## src/rtl/ysyx_25040111_mem_arbiter_pkg.sv

```systemverilog
// Shared encodings for the two-master memory arbiter: FSM states and owner ids.
package ysyx_25040111_mem_arbiter_pkg;

  typedef enum logic [1:0] {
    ST_IDLE = 2'd0,
    ST_REQ  = 2'd1,
    ST_RESP = 2'd2
  } arb_state_t;

  localparam logic OWN_ICACHE = 1'b0;
  localparam logic OWN_LSU    = 1'b1;

endpackage

```

## src/rtl/ysyx_25040111_mem_arbiter_rr_pick.sv

```systemverilog
// Combinational 2-way round-robin picker.
// On a tie the master that did not own the previous transaction wins.
module ysyx_25040111_rr_pick
  import ysyx_25040111_mem_arbiter_pkg::*;
(
  input  logic i_vld0,
  input  logic i_vld1,
  input  logic i_last_owner,
  output logic o_grant,
  output logic o_owner
);

  assign o_grant = i_vld0 | i_vld1;

  always_comb begin
    o_owner = OWN_ICACHE;
    if (i_vld0 && i_vld1) begin
      o_owner = ~i_last_owner;
    end else if (i_vld1) begin
      o_owner = OWN_LSU;
    end
  end

endmodule

```

## src/rtl/ysyx_25040111_mem_arbiter.sv

```systemverilog
// Icache/LSU to single memory port arbiter: one outstanding transaction,
// round-robin grant held across every beat of a burst.
module ysyx_25040111_mem_arbiter
  import ysyx_25040111_mem_arbiter_pkg::*;
#(
  parameter int AW = 32,
  parameter int DW = 32,
  parameter int LW = 8
) (
  input  logic            clock,
  input  logic            reset,

  input  logic            m0_req_valid,
  output logic            m0_req_ready,
  input  logic [AW-1:0]   m0_req_addr,
  input  logic [LW-1:0]   m0_req_len,
  output logic            m0_rsp_valid,
  output logic            m0_rsp_last,
  output logic [DW-1:0]   m0_rsp_data,

  input  logic            m1_req_valid,
  output logic            m1_req_ready,
  input  logic            m1_req_write,
  input  logic [AW-1:0]   m1_req_addr,
  input  logic [DW-1:0]   m1_req_wdata,
  input  logic [DW/8-1:0] m1_req_wstrb,
  output logic            m1_rsp_valid,
  output logic [DW-1:0]   m1_rsp_data,

  output logic            mem_req_valid,
  input  logic            mem_req_ready,
  output logic            mem_req_write,
  output logic [AW-1:0]   mem_req_addr,
  output logic [DW-1:0]   mem_req_wdata,
  output logic [DW/8-1:0] mem_req_wstrb,
  output logic [LW-1:0]   mem_req_len,
  input  logic            mem_rsp_valid,
  input  logic            mem_rsp_last,
  input  logic [DW-1:0]   mem_rsp_data
);

  arb_state_t      r_state;
  logic            r_owner;
  logic            r_last_owner;
  logic            r_write;
  logic [AW-1:0]   r_addr;
  logic [DW-1:0]   r_wdata;
  logic [DW/8-1:0] r_wstrb;
  logic [LW-1:0]   r_len;

  logic w_grant;
  logic w_owner;
  logic w_take;
  logic w_resp_m0;
  logic w_resp_m1;
  logic w_done;

  ysyx_25040111_rr_pick u_pick (
    .i_vld0       (m0_req_valid),
    .i_vld1       (m1_req_valid),
    .i_last_owner (r_last_owner),
    .o_grant      (w_grant),
    .o_owner      (w_owner)
  );

  // Ready is gated by reset so nothing is accepted while reset is held.
  assign w_take       = reset && (r_state == ST_IDLE) && w_grant;
  assign m0_req_ready = w_take && (w_owner == OWN_ICACHE);
  assign m1_req_ready = w_take && (w_owner == OWN_LSU);

  assign mem_req_valid = (r_state == ST_REQ);
  assign mem_req_write = r_write;
  assign mem_req_addr  = r_addr;
  assign mem_req_wdata = r_wdata;
  assign mem_req_wstrb = r_wstrb;
  assign mem_req_len   = r_len;

  assign w_resp_m0 = (r_state == ST_RESP) && (r_owner == OWN_ICACHE) && mem_rsp_valid;
  assign w_resp_m1 = (r_state == ST_RESP) && (r_owner == OWN_LSU) && mem_rsp_valid;
  assign w_done    = (r_state == ST_RESP) && mem_rsp_valid && mem_rsp_last;

  assign m0_rsp_valid = w_resp_m0;
  assign m0_rsp_last  = w_resp_m0 && mem_rsp_last;
  assign m0_rsp_data  = w_resp_m0 ? mem_rsp_data : '0;
  assign m1_rsp_valid = w_resp_m1;
  assign m1_rsp_data  = (w_resp_m1 && !r_write) ? mem_rsp_data : '0;

  always_ff @(posedge clock or negedge reset) begin
    if (!reset) begin
      r_state      <= ST_IDLE;
      r_owner      <= OWN_ICACHE;
      r_last_owner <= OWN_LSU;
      r_write      <= 1'b0;
      r_addr       <= '0;
      r_wdata      <= '0;
      r_wstrb      <= '0;
      r_len        <= '0;
    end else begin
      case (r_state)
        ST_IDLE: begin
          if (w_grant) begin
            r_owner <= w_owner;
            r_state <= ST_REQ;
            if (w_owner == OWN_ICACHE) begin
              r_write <= 1'b0;
              r_addr  <= m0_req_addr;
              r_wdata <= '0;
              r_wstrb <= '0;
              r_len   <= m0_req_len;
            end else begin
              r_write <= m1_req_write;
              r_addr  <= m1_req_addr;
              r_wdata <= m1_req_wdata;
              r_wstrb <= m1_req_wstrb;
              r_len   <= '0;
            end
          end
        end
        ST_REQ: begin
          if (mem_req_ready) begin
            r_state <= ST_RESP;
          end
        end
        ST_RESP: begin
          if (w_done) begin
            r_last_owner <= r_owner;
            r_state      <= ST_IDLE;
          end
        end
        default: r_state <= ST_IDLE;
      endcase
    end
  end

  // A beat before the request handshake would be routed nowhere.
  a_no_early_rsp: assert property (@(posedge clock) disable iff (!reset)
    !((r_state == ST_REQ) && mem_rsp_valid));

endmodule
```

## config.mk

```make
export PLATFORM = sky130hd
export DESIGN_NAME = ysyx_25040111_mem_arbiter
export DESIGN_NICKNAME = d
export VERILOG_FILES = /design/src/rtl/ysyx_25040111_mem_arbiter_pkg.sv /design/src/rtl/ysyx_25040111_mem_arbiter_rr_pick.sv /design/src/rtl/ysyx_25040111_mem_arbiter.sv
export SDC_FILE = /design/constraint.sdc
export NUM_CORES = 1
export LEC_CHECK = 0
export ABC_CLOCK_PERIOD_IN_PS = 1500
export BUFFER_PORTS_ARGS = -buffer_cell sky130_fd_sc_hd__buf_2
export CAP_MARGIN = 5
export CORE_AREA = 2 2 116 118
export CTS_CLUSTER_DIAMETER = 200
export DETAILED_ROUTE_END_ITERATION = 6
export DIE_AREA = 0 0 118 120
export PLACE_DENSITY = 0.72
export SETUP_SLACK_MARGIN = 0.02
export SLEW_MARGIN = 25
export SYNTH_ARGS = -nofsm -noshare
export SYNTH_HDL_FRONTEND = slang
export SYNTH_HIERARCHICAL = 1
export SYNTH_SLANG_ARGS = --single-unit
```

## constraint.sdc

```tcl
create_clock -name clock -period 1.5 [get_ports clock]
set_input_delay 0.15 -clock clock [delete_from_list [all_inputs] [get_ports clock]]
set_output_delay 0.15 -clock clock [all_outputs]
set_load 0.02 [all_outputs]
```

# After elaboration in Yosys (flattened, before gate mapping)
# Index checks and enable logic that the tools add are counted.
[word_totals] register_bits=81 latch_bits=0 ramBits=0 mem_bits_ro=0 in_bits=148 output_inout_bits=147 elab_cells=48 n_memories=0
[classes] addsub=0 multipliers=0 div=0 n_lt_le_gt_ge=0 eq_ne=5 shifts=0 mux=13 n_bitwise=4 n_reduce_logical=18
[ops] operator="2-to-1 mux 32 bit" n=4
[ops] operator="logical AND 1 bit" n=13
[ops] operator="2-to-1 mux 8 bit" n=1
[ops] operator="2-to-1 mux 2 bit" n=3
[ops] operator="case mux 2 bit (3 select lines)" n=1
[ops] operator="2-to-1 mux 4 bit" n=1
[ops] operator="inequality test 2 bit (second input constant)" n=2
[ops] operator="AND reduction 2 bit" n=2
[ops] operator="2-to-1 mux 1 bit" n=3
[ops] operator="NOT 1 bit" n=3
[ops] operator="AND reduction 3 bit" n=1
[ops] operator="equality test 2 x 1 -> 1 bit (second input constant)" n=1
[ops] operator="equality test 2 bit (second input constant)" n=1
[ops] operator="zero test 2 bit" n=1
[ops] operator="inequality test 2 x 1 -> 1 bit (second input constant)" n=1
[ops] operator="zero test 1 bit" n=1
[ops] operator="OR 1 bit" n=1

# Depth between registers and ports, before layout
# Gate-level depths: netlist of run 1.
[logic_depth] word_depth=5 mapped_depth=6 ltp_nobuf=3

# By module
# Netlist of run 1, hierarchy kept.
[modules_own_cells] module="ysyx_25040111_mem_arbiter" n_inst=1 cells_each=380 area_per_inst_um2=4625.7 seq_area_each_um2=2028.2
[modules_own_cells] module="ysyx_25040111_rr_pick" n_inst=1 cells_each=2 area_per_inst_um2=13.8 seq_area_each_um2=0.0

# Least setup slack after synthesis of run 1
# Ideal clock, no wire load.
[synth_path] path_kind="reg2out" from="reg r_state[0]" to="out m1_rsp_data[10]" arrival_time_ns=1.393 t_required_ns=1.350 slack_ns=-0.043 path_stages_with_launch=4 path_buffers=1 cell_sequence="dfrtp_1 nand4b_2 buf_2 nor3b_1"
[synth_between] elab_chain_len=5
[synth_rtl] element="from (decl)" line_no="ysyx_25040111_mem_arbiter.sv:42" source="arb_state_t r_state;"
[synth_rtl] element="from (signal assigned)" line_no="ysyx_25040111_mem_arbiter.sv:90" source="r_state <= ST_IDLE;"
[synth_rtl] element="from (signal assigned)" line_no="ysyx_25040111_mem_arbiter.sv:103" source="r_state <= ST_REQ;"
[synth_rtl] element="from (signal assigned)" line_no="ysyx_25040111_mem_arbiter.sv:121" source="r_state <= ST_RESP;"
[synth_rtl] element="equality test 2 bit" line_no="ysyx_25040111_mem_arbiter.sv:79" source="assign w_resp_m1 = (r_state == ST_RESP) && (r_owner == OWN_LSU) && mem_rsp_valid;"
[synth_rtl] element="logical AND 1 bit (2 in series)" line_no="ysyx_25040111_mem_arbiter.sv:79"
[synth_rtl] element="logical AND 1 bit" line_no="ysyx_25040111_mem_arbiter.sv:86" source="assign m1_rsp_data = (w_resp_m1 && !r_write) ? mem_rsp_data : '0;"
[synth_rtl] element="2-to-1 mux 32 bit" line_no="ysyx_25040111_mem_arbiter.sv:86"
[synth_rtl] element="to (decl)" line_no="ysyx_25040111_mem_arbiter.sv:28" source="output logic [DW-1:0] m1_rsp_data,"
# No other way between the ends.

# Worst setup path in the final report of run 1
[layout_path] from="reg r_state[0]" to="out m1_rsp_data[28]"
# Same word-level chain as after synthesis.

==> results.ini, run 1 <==
[logic_synthesis]
synth_ff_type = dfrtp_1
syn-num-nets = 530
ys_ff_latch = 81
syn_inst = 382
yosysSeqAreaShare_pct = 43.7
synth_edf_count = 0
yosysWarnings = 6
synth.avg_cell_area_sq_um = 12.1
synth_area_sq_um = 4640
synth_cell_type_count = 25
async_flop_share_pct = 100

[worst_setup_path]
crit_fanout = 22
path_cells = nand4b_4 -> buf_12 -> nor3b_1 -> buf_2
worstSetupPathType = reg -> out
worst-path-buf-inv = 2
cp.required_ps = 1350
reg2regPathDepth = 6
r2r_end = mem_req_addr[9]
r2r-start = r_state[1]
max_stage_delay_ps = 440
end_kind = output pin
cp_top_family = simple AND/OR/NAND/NOR gates
cp-start-kind = register
cp_slowest_cell = dfrtp_2
rrSetupSlack_ps = -130
arrival_ps = 1680

[cells_and_area]
multi_input_area_sq_um = 2480
seqCellArea_sq_um = 2030
num_antenna_cells = 0
fill_cells = 1008
final_cell_mix = 225 x buf_2, 77 x dfrtp_1, 73 x mux2_4, 57 x buf_6, 48 x buf_4
layout_commonest_cell = buf_2
layout-drive-gt1-share_pct = 70.9
nNetsFinal = 870
synthToLayoutAreaGrowth_pct = 70.7

[worst_hold_path]
min_from = m1_req_wdata[13]
whs_endpoint = mem_req_wdata[13]
hold_path.class = in -> reg
worstHoldPathCells = 3

[sta]
setup_ws_ps = -329
finClkSkew_ps = 10.3
max_slew_margin_pct = 59.0
period_share_pct = 122
period_needed_ps = 1830
hold_violations = 0
max_clock_freq_ghz = 0.547
fin_hold_ws_ps = 57.5
slew_violations = 0
setup_viol = 116
tightest_slew_ps = 616
grt_setup_unrepaired = true

[pwr]
power.density_nw_per_um2 = 1880
leakagePower_nw = 4.17
irDropWorstVdd_mv = 1.23

[die]
core_area_sq_um = 13000
start_util_pct = 35.7
die_area_sq_um = 14200
die_y_microns = 120
die_w_microns = 118
rows = 42
ios = 295

[clocking]
cts_tree = done
clock_latency_ps = 340
cts_buffers = 9
cts.root.buffer_cell = clkbuf_16
htreeDepth = 3
cts_sinks = 81
clockBufferDepth = 2
clk_pin_slew_ps = 60

[detailed_routing]
drt-pass1-iter-count = 4
first_iter_violations = 132
vias = 4247
drc = 0
wl_per_cell_microns = 18.0
wl_mm = 16.2
routed_via_density = 4.71
ant_nets = 0

[run_status]
violations = negative setup slack
status = finished, violations left

[job]
cap_violations = 0

[global_route]
grt_pass1_wl_mm = 23.4
grt_max_degree = 49
antenna_found_initial = 0
first_global_vias = 4379
grt_usage_pct = 21.2
grt.overflow.total = 0

[placed_design]
hpwl_mm = 10.9
place_ws_ps = -90.6
port_buffers = 294
gp_congestion = 0.954

layout make-up:
class                           instances  share of cell area [%]
Sequential cell                        81                    25.7
Clock buffer                            9                    2.84
Tap cell                              176                    2.78
Timing Repair Buffer                  357                    34.5
Inverter                               39                    1.85
Multi-Input combinational cell        234                    31.4
Clock inverter                          6                    1.06
sequential cells by signal, summed over array words and instances, names as in the netlist:
name and cells:
mem_req_addr 32, mem_req_wdata 32, mem_req_len 8, mem_req_wstrb 4
r_state 2, mem_req_write 1, r_last_owner 1, r_owner 1
kinds of logic after synthesis:
logic type	synth area share, %
mux	31.4
compound gates	0.513
simple gates	15.6
buf+inv	8.68
flops	43.7
cells in the mapped netlist (2+ instances only):
master / number / area (sq um)
nand2_1: 38 / 143
buf_6: 7 / 78.8
clkbuf_1: 6 / 22.5
mux2_4: 68 / 1020
mux2i_1: 37 / 370
dfrtp_1: 80 / 2000
mux2_2: 6 / 67.6
buf_8: 2 / 30.0
nor2b_1: 10 / 62.6
buf_2: 9 / 45.0
buf_12: 4 / 80.1
nor3b_1: 32 / 240
and2_1: 33 / 206
inv_1: 39 / 146
per-layer routing:
layer | vias up | wire [microns] | track usage, % | share of wire, %
li1 | 1940 | - | - | -
met1 | 2088 | 5900 | 22.6 | 36
met2 | 192 | 9000 | 39.6 | 55
met3 | 27 | 929 | 5.23 | 5.7
met4 | 0 | 393 | 8.73 | 2.4
met5 | - | 0 | 0 | 0
through the flow:
stage               total power, mW  utilization, %  std cells  TNS, ps  instance area [sq um]
finish                         14.9            61.0        902   -20890                   7920
global route                   15.6            61.0        902   -26900                   7920
CTS                            14.6            58.7        895   -18080                   7620
detailed placement             11.2            49.9        855    -1720                   6480
global placement               11.0            49.9        855     -129                   6480
floorplan                      8.73               -        382    -1240                   4650
how the worst max path moves through the flow:
| stage | slack, ps | from | end | cells past startpoint |
|---|---|---|---|---|
| 3_5_place_dp | -90 | r_last_owner | mem_req_addr[0] | 4 |
| 5_1_grt | -420 | r_state[0] | m1_rsp_data[28] | 4 |
| 3_3_place_gp | -30 | r_last_owner | mem_req_addr[3] | 4 |
| 4_1_cts | -260 | r_state[0] | m1_rsp_data[21] | 4 |
| 2_1_floorplan | -40 | r_state[0] | m1_rsp_data[10] | 3 |
| 6_report | -330 | r_state[0] | m1_rsp_data[28] | 4 |
worst register-to-register path, stage by stage, from the launching register on:
cell and delay, ps:
dfrtp_2 450, nor3b_4 240, buf_4 140, buf_6 100
buf_12 150, buf_12 140, mux2_4 300
where the power goes:
part	switching [mW]	total (mW)	leakage (nW)	internal (mW)
Sequential	0.719	4.01	1.00	3.29
Combinational	4.13	8.56	3.01	4.43
Clock	0.881	2.32	0.155	1.44
what timing repair did:
| action | CTS | global route |
|---|---|---|
| hold endpoints to repair | 32 | 0 |
| pin swaps | 3 | 17 |
| cloned | 9 | 4 |
| setup endpoints to repair | 127 | 141 |
| gates resized for setup | 143 | 70 |
| hold buffers | 1 | 0 |
| setup buffers | 15 | 6 |
(Power assumes the default switching activity.)
==> run 2, diff against run 1 <==
==> constraint.sdc (replaced) <==
create_clock -name clock -period 1.5 [get_ports clock]
set_input_delay 0.15 -clock clock [delete_from_list [all_inputs] [get_ports clock]]
set_output_delay 0.15 -clock clock [all_outputs]
set_load 0.005 [all_outputs]
==> results.ini, run 2 (synthesis results as in run 1) <==
[detailed_routing]
wl_met1_mm = 5.72
wl_mm = 15.3
routed_via_density = 4.64
drt-pass1-iter-count = 4
drc = 0
met3_length_microns = 849
vias = 4180
top_layer_used = met4
first_iter_violations = 130
ant_nets = 0
route.met2.wl_mm = 8.31
wl_per_cell_microns = 17.1

[pwr]
power.density_nw_per_um2 = 1760
p_clk_share_pct = 16.0
sw_frac_of_total_pct = 32.5
p_comb_share_pct = 54.2
power_mw = 13.3
p_seq_share_pct = 29.8
switchingPower_mw = 4.33
leakagePower_nw = 4.06
p_int_mw = 8.97
irDropWorstVdd_mv = 0.968

[clocking]
cts_buffers = 9
clk_pin_slew_ps = 60
clock_latency_ps = 340
htreeDepth = 3
clockBufferDepth = 2
cts_tree = done
cts.root.buffer_cell = clkbuf_16
cts_sinks = 81

[die]
ios = 295
die_w_microns = 118
die_area_sq_um = 14200
start_util_pct = 35.7
core_area_sq_um = 13000
rows = 42
die_y_microns = 120

[placed_design]
gp_congestion = 0.981
place_ws_ps = -79.1
hpwl_mm = 10.7
port_buffers = 294
place_area_sq_um = 6350
dp_cells = 846

[sta]
period_needed_ps = 1720
setup_viol = 146
slew_violations = 0
period_share_pct = 115
max_slew_margin_pct = 70.0
hold_violations = 0
grt_setup_unrepaired = true
max_clock_freq_ghz = 0.580
finalSetupTns_ps = -20890
setup_ws_ps = -225
finClkSkew_ps = 5.40
tightest_slew_ps = 450

[worst_setup_path]
worstSetupPathType = reg -> out
cp_slowest_cell = dfrtp_1
cp_top_family = buffers and inverters
worst-path-buf-inv = 3
end_kind = output pin
path_cells = buf_6 -> nand4b_4 -> buf_12 -> nor3b_2 -> buf_2
arrival_ps = 1570
max_stage_delay_ps = 370
cp-start-kind = register
cp.required_ps = 1350
crit_fanout = 17

[run_status]
status = finished, violations left
violations = negative setup slack

[job]
cap_violations = 0

[cells_and_area]
nNetsFinal = 867
synthToLayoutAreaGrowth_pct = 62.9
final_cell_mix = 277 x buf_2, 78 x dfrtp_1, 69 x mux2_4, 38 x inv_1, 38 x nand2_1
fill_cells = 1071
instances_no_fill = 900
layout-drive-gt1-share_pct = 68.9
layout_commonest_cell = buf_2
postLayoutCellArea_sq_um = 7560

[global_route]
grt_pass1_wl_mm = 22.7
antenna_found_initial = 1
grt_max_degree = 49
grt.overflow.total = 0
first_global_vias = 4286
grt_usage_pct = 20.5

[worst_hold_path]
hold_path.class = in -> reg

## run 2: metrics by stage
stage	util, %	hold WS, ps
floorplan	-	-146
global placement	48.9	210
detailed placement	48.9	208
CTS	55.9	50.0
global route	58.2	65.0
finish	58.2	63.4
## run 2: layout make-up
class	instances	area, sq um	area share (%)
Sequential cell	81	2030	26.9
Clock buffer	10	229	3.03
Clock inverter	5	57.6	0.762
Multi-Input combinational cell	237	2500	33.1
Tap cell	176	220	2.91
Inverter	39	146	1.94
Timing Repair Buffer	351	2370	31.3
Antenna cell	1	2.50	0.0331
## run 2: power groups by stage
stage,registers (mW),logic [mW],clock network (mW)
after floorplan,3.96,3.41,0
after global placement,3.90,5.36,0
after detailed placement,3.94,5.53,0
after CTS,3.97,6.73,2.18
after global routing,4.09,7.68,2.29
final,3.97,7.21,2.13
## run 2: metal layers
layer  global-route usage (%)  vias up
met1                     22.0     2028
met5                        0        -
li1                         -     1935
met4                     9.79        0
met3                     4.28       34
met2                     38.3      183
## run 2: worst paths after layout
check / start / end / slack (ps) / cells after the start
min in group asynchronous: reset / mem_req_wdata[4] / 390 / 3
worst max register to register: r_state[0] / mem_req_addr[14] / -170 / 6
worst min-delay path: m1_req_wdata[29] / mem_req_wdata[29] / 60 / 3
max in group asynchronous: reset / r_owner / 680 / 3
worst min register to register: mem_req_len[7] / mem_req_len[7] / 510 / 1
worst max-delay path: r_state[1] / m1_rsp_data[16] / -220 / 5
## run 2: tightest hold or removal path, cell delays in order
cell,delay [ps]
buf_2,90
nand2_1,50
mux2i_1,60
## run 2: timing repair
item | in CTS | in global routing
gates resized for setup | 69 | 43
buffers inserted | 15 | 12
hold endpoints to repair | 80 | 0
pin swaps | 2 | 35
gates cloned | 8 | 4
setup endpoints to repair | 131 | 143
hold buffers | 1 | 0
==> run 3, diff against run 2 <==
Settings changed: ABC_CLOCK_PERIOD_IN_PS 1500 to 2000, CORE_AREA 2 2 116 118 to 2 2 114 116, DIE_AREA 0 0 118 120 to 0 0 116 118.
Clock period 1.5 ns to 2 ns, I/O delays scaled along.
==> results.ini, run 3 (synthesis results as in run 1) <==
[detailed_routing]
vias = 3862
routed_via_density = 4.54
wl_per_cell_microns = 15.7
drt-pass1-iter-count = 4
first_iter_violations = 111
ant_nets = 0
drc = 0
wl_mm = 13.3

[placed_design]
port_buffers = 294
hpwl_mm = 10.2
gp_congestion = 0.831
place_area_sq_um = 6200

[worst_setup_path]
end_kind = output pin
worstSetupPathType = reg -> out
crit_fanout = 33
arrival_ps = 1710
cp-start-kind = register
cp.required_ps = 1800

[pwr]
power.density_nw_per_um2 = 1350
irDropWorstVdd_mv = 0.636
leakagePower_nw = 3.68
power_mw = 8.94

[die]
rows = 41
ios = 295
start_util_pct = 37.4
die_y_microns = 118
die_area_sq_um = 13700
die_w_microns = 116
core_area_sq_um = 12400

[cells_and_area]
nNetsFinal = 818
postLayoutCellArea_sq_um = 6620
layout-drive-gt1-share_pct = 59.1
final_cell_mix = 293 x buf_2, 80 x dfrtp_1, 68 x mux2_4, 39 x inv_1, 38 x nand2_1
post-route-util_pct = 53.3
layout_commonest_cell = buf_2
synthToLayoutAreaGrowth_pct = 42.6
fill_cells = 1107

[global_route]
grt_max_degree = 75
antenna_found_initial = 3
grt.overflow.total = 0
grt_usage_pct = 18.9
grt_pass1_wl_mm = 20.2
globalRouteMet1Util_pct = 19.7
grtUsageMet2_pct = 34.9
gr-max-usage-layer = met2
first_global_vias = 3972
use_met3_pct = 5.25

[sta]
setup_viol = 0
max_clock_freq_ghz = 0.524
slew_violations = 0
finClkSkew_ps = 5.39
max_slew_margin_pct = 72.6
tightest_slew_ps = 412
period_needed_ps = 1910
grt_setup_unrepaired = true
finalSetupTns_ps = 0
period_share_pct = 95.3
fin_hold_ws_ps = 118
hold_violations = 0

[clocking]
cts.root.buffer_cell = clkbuf_16
cts_sinks = 81
clk_pin_slew_ps = 60
htreeDepth = 3
cts_tree = done
cts_buffers = 9
clockBufferDepth = 2
cts_resized = 0
clock_latency_ps = 330

[worst_hold_path]
hold_path.class = in -> reg

[run_status]
status = completed

[job]
cap_violations = 0

-- run 3: final timing paths --
path	start	slack (ps)	cells after the start	end
max in group asynchronous	reset	1040	3	r_last_owner
setup reg to reg	r_state[1]	250	4	mem_req_wdata[21]
hold / removal	m1_req_wdata[31]	120	3	mem_req_wdata[31]
hold reg to reg	mem_req_addr[16]	510	1	mem_req_addr[16]
min in group asynchronous	reset	310	2	mem_req_wdata[1]
setup / recovery	r_state[0]	90	4	m1_rsp_data[21]
-- run 3: layout make-up --
cell class | count | area [sq um] | area share (%)
timing repair buffer | 305 | 1630 | 24.6
clock buffer | 9 | 225 | 3.40
inverter | 39 | 146 | 2.21
tap | 172 | 215 | 3.25
sequential | 81 | 2030 | 30.7
antenna | 3 | 7.51 | 0.113
clock inverter | 7 | 141 | 2.14
multi-input combinational | 234 | 2230 | 33.6
-- run 3: worst max-delay path, stage by stage, from the launching register on --
cell      delay [ps]
dfrtp_1          440
nand4b_2         220
buf_4            250
nor3b_1          290
buf_2            160
-- run 3: timing repair --
action	in CTS	in global routing
buffers inserted	0	1
setup endpoints to repair	0	4
hold buffers	1	0
hold endpoints to repair	7	0
-- run 3: metrics by stage --
step,setup WS [ps],instances
after CTS,87.0,845
after detailed placement,289,828
after global placement,389,828
after global routing,10.3,850
after floorplan,497,382
final,93.1,850
-- run 3: per-layer routing --
| layer | part of all wire (%) | wire [microns] |
|---|---|---|
| met3 | 7.0 | 937 |
| met1 | 37 | 5000 |
| met5 | 0 | 0 |
| met2 | 53 | 7110 |
| met4 | 2.3 | 302 |
-- run 3: report_power, final --
part | internal (mW) | switching, mW
Combinational | 2.25 | 1.69
Clock | 1.35 | 0.685
Sequential | 2.46 | 0.504
